==> src/rtl/alu_bist.sv <==
// alu_bist: built-in self-test sequencer for an ALU.
// Reads {a,b,op} vectors and gold results from a synchronous ROM, one vector
// every three cycles (FETCH, APPLY, CHECK). It drives the ALU operand ports,
// compares the combinational ALU result with gold, and counts mismatching vectors.
// Optional feature macro: ALU_BIST_FAIL_LOG_EN adds a log of the first mismatch
// (o_fail_valid, o_fail_idx, o_fail_result).
module alu_bist #(
  parameter int WIDTH = 32,
  parameter int OP_W  = 5,
  parameter int DEPTH = 16,
  localparam int AW   = $clog2(DEPTH),
  localparam int CW   = $clog2(DEPTH + 1)
) (
  input  logic                    i_clk,
  input  logic                    i_rstn,
  input  logic                    i_start,
  output logic [AW-1:0]           o_vec_addr,
  input  logic [2*WIDTH+OP_W-1:0] i_vec_data,
  input  logic [WIDTH-1:0]        i_gold_data,
  output logic [WIDTH-1:0]        o_alu_a,
  output logic [WIDTH-1:0]        o_alu_b,
  output logic [OP_W-1:0]         o_alu_op,
  input  logic [WIDTH-1:0]        i_alu_result,
  output logic                    o_busy,
  output logic                    o_done,
  output logic                    o_pass,
`ifdef ALU_BIST_FAIL_LOG_EN
  output logic                    o_fail_valid,
  output logic [AW-1:0]           o_fail_idx,
  output logic [WIDTH-1:0]        o_fail_result,
`endif
  output logic [CW-1:0]           o_err_count
);

  typedef enum logic [2:0] {
    S_IDLE,
    S_FETCH,
    S_APPLY,
    S_CHECK,
    S_DONE
  } state_t;

  state_t           state_q;
  state_t           state_d;
  logic [AW-1:0]    index;
  logic [WIDTH-1:0] gold_q;
  logic             start_run;
  logic             last_vec;
  logic             mismatch;

  // A start is honoured only when no run is in flight.
  assign start_run = i_start && ((state_q == S_IDLE) || (state_q == S_DONE));
  assign last_vec  = (index == AW'(DEPTH - 1));
  assign mismatch  = (i_alu_result != gold_q);
  assign o_pass    = o_done && (o_err_count == '0);

  // State register.
  always_ff @(posedge i_clk or negedge i_rstn) begin
    if (!i_rstn) begin
      state_q <= S_IDLE;
    end else begin
      state_q <= state_d;
    end
  end

  // Next-state logic: three states per vector, then DONE after the last one.
  always_comb begin
    state_d = state_q;
    case (state_q)
      S_IDLE:  if (i_start) state_d = S_FETCH;
      S_FETCH: state_d = S_APPLY;
      S_APPLY: state_d = S_CHECK;
      S_CHECK: state_d = last_vec ? S_DONE : S_FETCH;
      S_DONE:  if (i_start) state_d = S_FETCH;
      default: state_d = S_IDLE;
    endcase
  end

  // Run bookkeeping and datapath. The ROM address is loaded on entry to FETCH.
  // The ROM then returns data during APPLY, and the operands and gold are
  // latched as APPLY ends.
  always_ff @(posedge i_clk or negedge i_rstn) begin
    if (!i_rstn) begin
      index       <= '0;
      o_vec_addr  <= '0;
      o_alu_a     <= '0;
      o_alu_b     <= '0;
      o_alu_op    <= '0;
      gold_q      <= '0;
      o_err_count <= '0;
      o_busy      <= 1'b0;
      o_done      <= 1'b0;
`ifdef ALU_BIST_FAIL_LOG_EN
      o_fail_valid  <= 1'b0;
      o_fail_idx    <= '0;
      o_fail_result <= '0;
`endif
    end else if (start_run) begin
      index       <= '0;
      o_vec_addr  <= '0;
      o_err_count <= '0;
      o_busy      <= 1'b1;
      o_done      <= 1'b0;
`ifdef ALU_BIST_FAIL_LOG_EN
      o_fail_valid  <= 1'b0;
      o_fail_idx    <= '0;
      o_fail_result <= '0;
`endif
    end else begin
      case (state_q)
        S_APPLY: begin
          o_alu_a  <= i_vec_data[2*WIDTH+OP_W-1 -: WIDTH];
          o_alu_b  <= i_vec_data[WIDTH+OP_W-1 -: WIDTH];
          o_alu_op <= i_vec_data[OP_W-1:0];
          gold_q   <= i_gold_data;
        end
        S_CHECK: begin
          if (mismatch) begin
            o_err_count <= o_err_count + 1'b1;
`ifdef ALU_BIST_FAIL_LOG_EN
            if (!o_fail_valid) begin
              o_fail_valid  <= 1'b1;
              o_fail_idx    <= index;
              o_fail_result <= i_alu_result;
            end
`endif
          end
          if (last_vec) begin
            o_busy <= 1'b0;
            o_done <= 1'b1;
          end else begin
            index      <= index + 1'b1;
            o_vec_addr <= index + 1'b1;
          end
        end
        default: ;
      endcase
    end
  end

endmodule

==> config.mk <==
export PLATFORM = sky130hd
export DESIGN_NAME = alu_bist
export DESIGN_NICKNAME = d
export VERILOG_FILES = /design/src/rtl/alu_bist.sv
export SDC_FILE = /design/constraint.sdc
export NUM_CORES = 1
export LEC_CHECK = 0
export ABC_AREA = 1
export CAP_MARGIN = 5
export CORE_MARGIN = 2
export CORE_UTILIZATION = 40
export CTS_CLUSTER_DIAMETER = 50
export DETAILED_ROUTE_END_ITERATION = 6
export PLACE_DENSITY = 0.78
export SLEW_MARGIN = 20
export SYNTH_ARGS = -nofsm -noshare
export SYNTH_HDL_FRONTEND = slang
export SYNTH_SLANG_ARGS = --single-unit
==> constraint.sdc <==
create_clock -name i_clk -period 2.2 [get_ports i_clk]
set_input_delay 0.44 -clock i_clk [delete_from_list [all_inputs] [get_ports i_clk]]
set_output_delay 0.44 -clock i_clk [all_outputs]
set_load 0.005 [all_outputs]
After elaboration in Yosys (flattened, before gate mapping)
Index checks and enable logic that the tools add are counted.
{"block": "word_totals", "ff_bits": 115, "latchBits": 0, "elab_cells": 48, "out_inout_bits": 81, "ramBits": 0, "memories": 0, "in_bits": 136, "rom_bits": 0}
{"block": "classes", "bitwise_logic": 1, "shift": 0, "n_lt_le_gt_ge": 0, "mul": 0, "n_reduce_logical": 13, "muxes": 15, "n_addsub": 2, "div_mod_pow": 0, "n_eq_ne": 8}
{"cell": "32-bit != test", "count": 1}
{"cell": "5-bit two-way mux", "count": 3}
{"cell": "4-bit two-way mux", "count": 3}
{"cell": "3-bit one-hot mux with 4 select lines", "count": 1}
{"cell": "2-bit AND reduction", "count": 4}
{"cell": "3-bit by 2-bit == test with 1-bit output (second input constant)", "count": 2}
{"cell": "1-bit two-way mux", "count": 6}
{"cell": "3-bit two-way mux", "count": 2}
{"cell": "2-bit nonzero test", "count": 3}
{"cell": "5-bit by 1-bit adder with 5-bit output (second input constant)", "count": 1}
{"cell": "5-bit logical NOT", "count": 1}
{"cell": "4-bit by 1-bit adder with 4-bit output (second input constant)", "count": 1}
{"cell": "4-bit == test (second input constant)", "count": 1}
{"cell": "3-bit by 1-bit == test with 1-bit output (second input constant)", "count": 1}
{"cell": "3-bit == test (second input constant)", "count": 1}
{"cell": "3-bit logical NOT", "count": 1}
{"cell": "1-bit logical AND", "count": 2}
{"cell": "2-bit by 1-bit != test with 1-bit output (second input constant)", "count": 1}
{"cell": "2-bit != test (second input constant)", "count": 1}
{"cell": "2-bit OR reduction", "count": 1}
{"cell": "1-bit logical OR", "count": 1}
{"cell": "1-bit NOT", "count": 1}

Longest topological paths before layout
{"block": "depth", "word_depth": 5, "depth_mapped": 11, "mapped_depth_nobuf": 11}

Least setup slack after synthesis
OpenSTA, ideal clock, no wires.
{"block": "synth_timing", "path_type": "register to register", "from": "reg index[0]", "to": "reg index[3]", "path_stages_with_launch": 10, "setup_time_ns": 0.123, "path_slack_ns": 0.826, "period_less_slack_ns": 1.374, "arrival_ns": 1.250, "required_ns": 2.077, "path_buffers": 0, "cell_sequence": "dfrtp_1 -> ha_1 -> inv_1 -> nor3_1 -> inv_1 -> nand2_1 -> nor2_1 -> nand3_1 -> o21ai_0 -> a21oi_1"}
{"block": "synth_between", "elab_chain_len": 4, "word_cells_on_any_way": 7, "classes_between": "add/sub (1); eq/ne (2); mux (3); reduce/logical (1)"}
{"element": "start: declaration", "line": "45", "rtl": "logic [AW-1:0] index;"}
{"element": "start signal: assignment", "line": "132", "rtl": "index <= index + 1'b1;"}
{"element": "4-bit by 1-bit adder with 4-bit output", "line": "132"}
{"element": "4-bit two-way mux", "line": "128", "rtl": "if (last_vec) begin"}
{"element": "4-bit two-way mux", "line": "110", "rtl": "case (state_q)"}
{"element": "4-bit two-way mux", "line": "98", "rtl": "end else if (start_run) begin"}
Parallel ways exist; a longest one is shown, timed or not. The select of a mux whose other input is x is not followed.
A chain may end at the register's enable or synchronous reset.

Worst setup path in the final report
{"block": "layout_timing", "from": "reg o_err_count[2]", "to": "out o_err_count[2]"}
{"element": "start: declaration", "line": "32", "rtl": "output logic [CW-1:0] o_err_count"}
{"element": "start signal: assignment", "line": "119", "rtl": "o_err_count <= o_err_count + 1'b1;"}
No word-level cell between the ends.

==> metrics.md <==
| Metric | Value |
|---|---|
| Crit-path max FO | 6 |
| First-pass GRT wire length | 20000 um |
| F_max | 543 MHz |
| Fin nets | 742 |
| Area Overhead vs Synth | 56.3% |
| Period minus WS final | 1.84 ns |
| WL final | 12500 um |
| Slowest-stage cell, CP | clkdlybuf4s50_1 |
| Gr ovfl total | 0 |
| Number of H-tree levels | 4 |
| DRC | 0 |
| Reg2reg start | state_q[2] |
| Drt initial violations | 253 |
| Fin. Hold Viols | 0 |
| Ant diodes | 0 |
| CP Class | reg -> out |
| Worst slack, placed | 0.238 ns |
| Sw Pwr | 0.00329 W |
| Via/cell ratio | 4.62 |
| Cell Int Power | 0.00822 W |
| Die ar. | 13800 um2 |
| Post-Syn Area per Cell | 13.9 um2 |
| Combinational power share | 45.0% |
| Vias | 3639 |
| Initial core utilization | 40.9% |
| Sw frac | 28.6% |
| Leakage | 3.64 nW |
| Die span in x | 118 um |
| Yosys warning total | 0 |
| Layout cells sized above 1 | 23.1% |
| CTS tree | done |
| Root buffer cell | clkbuf_16 |
| Outcome | finished, final reports clean |
| Top Family by Delay on Critical Path | buffers and inverters |
| Final worst-path cycle share | 83.7% |
| CORE AREA | 12600 um2 |
| Yosys cell types | 24 |
| CP startpoint | o_err_count[2] |
| Final Max Tran Viols | 0 |
| Critical path launch point type | register |
| CTS Sinks | 115 |
| Clk buf depth | 2 |
| Required @ worst endpoint | 1.76 ns |
| Max-Cap Viols | 0 |
| PD cells | 1430 nW/um2 |
| CP bufs+invs | 1 |
| Fin Setup TNS | 0 ns |
| Wire per inst | 15.8 um |
| Top-level I/O count | 217 |
| Type of the worst min-delay path | in -> async |
| Num CTS Buffers | 17 |
| Sequential area share after synthesis | 55.8% |
| Data arrival, critical path | 1.40 ns |
| Detail Placement HPWL | 8920 um |
| Unrepaired setup endpoints after global routing | false |
| DRT antenna net count | 0 |
| Reg clk slew, reported paths | 0.05 ns |
| Fillers | 984 |
| Vias in the first global route | 3911 |
| Syn Nets | 511 |
| Rows | 41 |
| Synth Register Bits | 115 |
| Clock network fraction of design power | 21.1% |
| Setup-failing EPs final | 0 |
| Initial antenna violation count | 0 |
| Die Y | 118 um |
| Largest net degree at the start of global routing | 116 |
| CP max stage delay | 0.55 ns |
| Initial DRT Pass Iterations | 4 |
| Port bufs | 216 |
| Gpl congestion | 0.775 |
| Worst vdd ir | 0.000666 V |
| Seq pwr share | 33.9% |
| Worst Skew | 0.00587 ns |
| Post-synthesis instance area | 5160 um2 |
| Gate Count Post-Synth | 372 |
| Post-route setup slack | 0.358 ns |
| Total GRT Usage | 18.5% |
| Slew Limit Headroom | 58.3% |
| Cell Chain, Critical Path | clkdlybuf4s50_1 |
| Worst-Skew Late Latency | 0.40 ns |
| Tightest Pin Transition | 0.626 ns |
| Crit end category | primary output |
cell families after synthesis:
group / count (synthesis) / share of synthesized area [%]
buffers and inverters: 32 / 3.57
flip-flops: 115 / 55.8
multiplexers: 99 / 26.4
AND/OR/NAND/NOR: 81 / 7.16
AO/OA/AOI/OAI: 11 / 1.07
adder cells (fa/ha/maj): 3 / 0.728
XOR/XNOR: 31 / 5.26
sequential cells by signal, summed over array words and instances, names as in the netlist:
signal / cells
o_alu_b: 32
o_err_count: 5
o_alu_op: 5
index: 4
state_q: 3
o_alu_a: 32
o_done: 1
gold_q: 32
o_busy: 1
layer usage:
metal  vias up  global-route usage, %  share of wire, %
met5         -                      0                 0
met4         0                   8.21               2.5
met3        24                   6.44               6.7
met2       157                   31.1                52
met1      1750                   21.2                39
li1       1708                      -                 -
stage by stage:
stage	utilization [%]	instances	instance area [um2]	hold WS [ns]	power (W)
global placement	59.4	752	7500	0.455	0.00888
CTS	63.6	784	8030	0.150	0.0116
global route	63.9	788	8060	0.175	0.0122
floorplan	-	372	5160	0.144	0.00681
detailed placement	59.4	752	7500	0.489	0.00906
finish	63.9	788	8060	0.105	0.0115
synth_stat cells:
| library cell | instances | area (um2) |
|---|---|---|
| buf_2 | 3 | 15.0 |
| nor2_4 | 1 | 11.3 |
| mux2_2 | 33 | 372 |
| nor2_1 | 21 | 78.8 |
| mux2_4 | 66 | 991 |
| nand3_1 | 11 | 55.1 |
| nor2_2 | 2 | 12.5 |
| dfrtp_1 | 115 | 2880 |
| xnor2_1 | 25 | 219 |
| nor3_1 | 4 | 20.0 |
| o21ai_0 | 3 | 15.0 |
| xor2_1 | 6 | 52.6 |
| nand3b_1 | 1 | 7.51 |
| buf_6 | 8 | 90.1 |
| inv_1 | 20 | 75.1 |
| a21oi_1 | 8 | 40.0 |
| ha_1 | 3 | 37.5 |
| nand2_4 | 1 | 11.3 |
| nand3_2 | 1 | 10.0 |
| nor3b_1 | 1 | 7.51 |
| nand4_1 | 3 | 18.8 |
| inv_2 | 1 | 3.75 |
| nand2_2 | 2 | 12.5 |
| nand2_1 | 33 | 124 |
power groups by stage:
stage / clock network [W] / registers [W] / logic [W]
6_report: 0.00242 / 0.00390 / 0.00518
5_1_grt: 0.00261 / 0.00404 / 0.00553
4_1_cts: 0.00249 / 0.00393 / 0.00517
3_5_place_dp: 0 / 0.00391 / 0.00515
3_3_place_gp: 0 / 0.00388 / 0.00500
2_1_floorplan: 0 / 0.00386 / 0.00295
cell type report:
cell class	count	area [um2]	area share (%)
repair buffers	223	2250	27.9
clock inverters	5	25.0	0.310
inverters	21	78.8	0.978
flip-flops and latches	115	2880	35.7
clock buffers	27	503	6.24
multi-input cells	225	2110	26.2
well taps	172	215	2.67
cells in the final DEF (no fill, tap or decap), drive strengths merged:
| cell | n |
|---|---|
| ha | 3 |
| buf | 8 |
| dfrtp | 115 |
| nor3b | 1 |
| nor2 | 24 |
| clkinv | 5 |
| inv | 21 |
| nand3 | 12 |
| nand3b | 1 |
| nand2 | 36 |
| mux2 | 99 |
| clkdlybuf4s50 | 214 |
| nor3 | 4 |
| dlymetal6s2s | 1 |
| xnor2 | 25 |
| a21oi | 8 |
| clkbuf | 27 |
| xor2 | 6 |
| o21ai | 3 |
| nand4 | 3 |
final timing paths:
path / slack, ns / depth (start not counted) / endpoint
setup / recovery: 0.36 / 1 / o_err_count[2]
hold / removal: 0.10 / 2 / gold_q[14]
setup reg to reg: 0.59 / 4 / o_alu_b[14]
hold reg to reg: 0.50 / 1 / o_alu_b[31]
max in group asynchronous: 1.60 / 2 / o_alu_a[29]
min in group i_clk: 0.50 / 1 / o_alu_b[31]
what timing repair did:
item	4_1_cts	5_1_grt
hold buffers	0	0
buffers inserted	0	4
resized for setup	0	2
endpoints found under the setup margin	0	1
(Power assumes the default switching activity.)
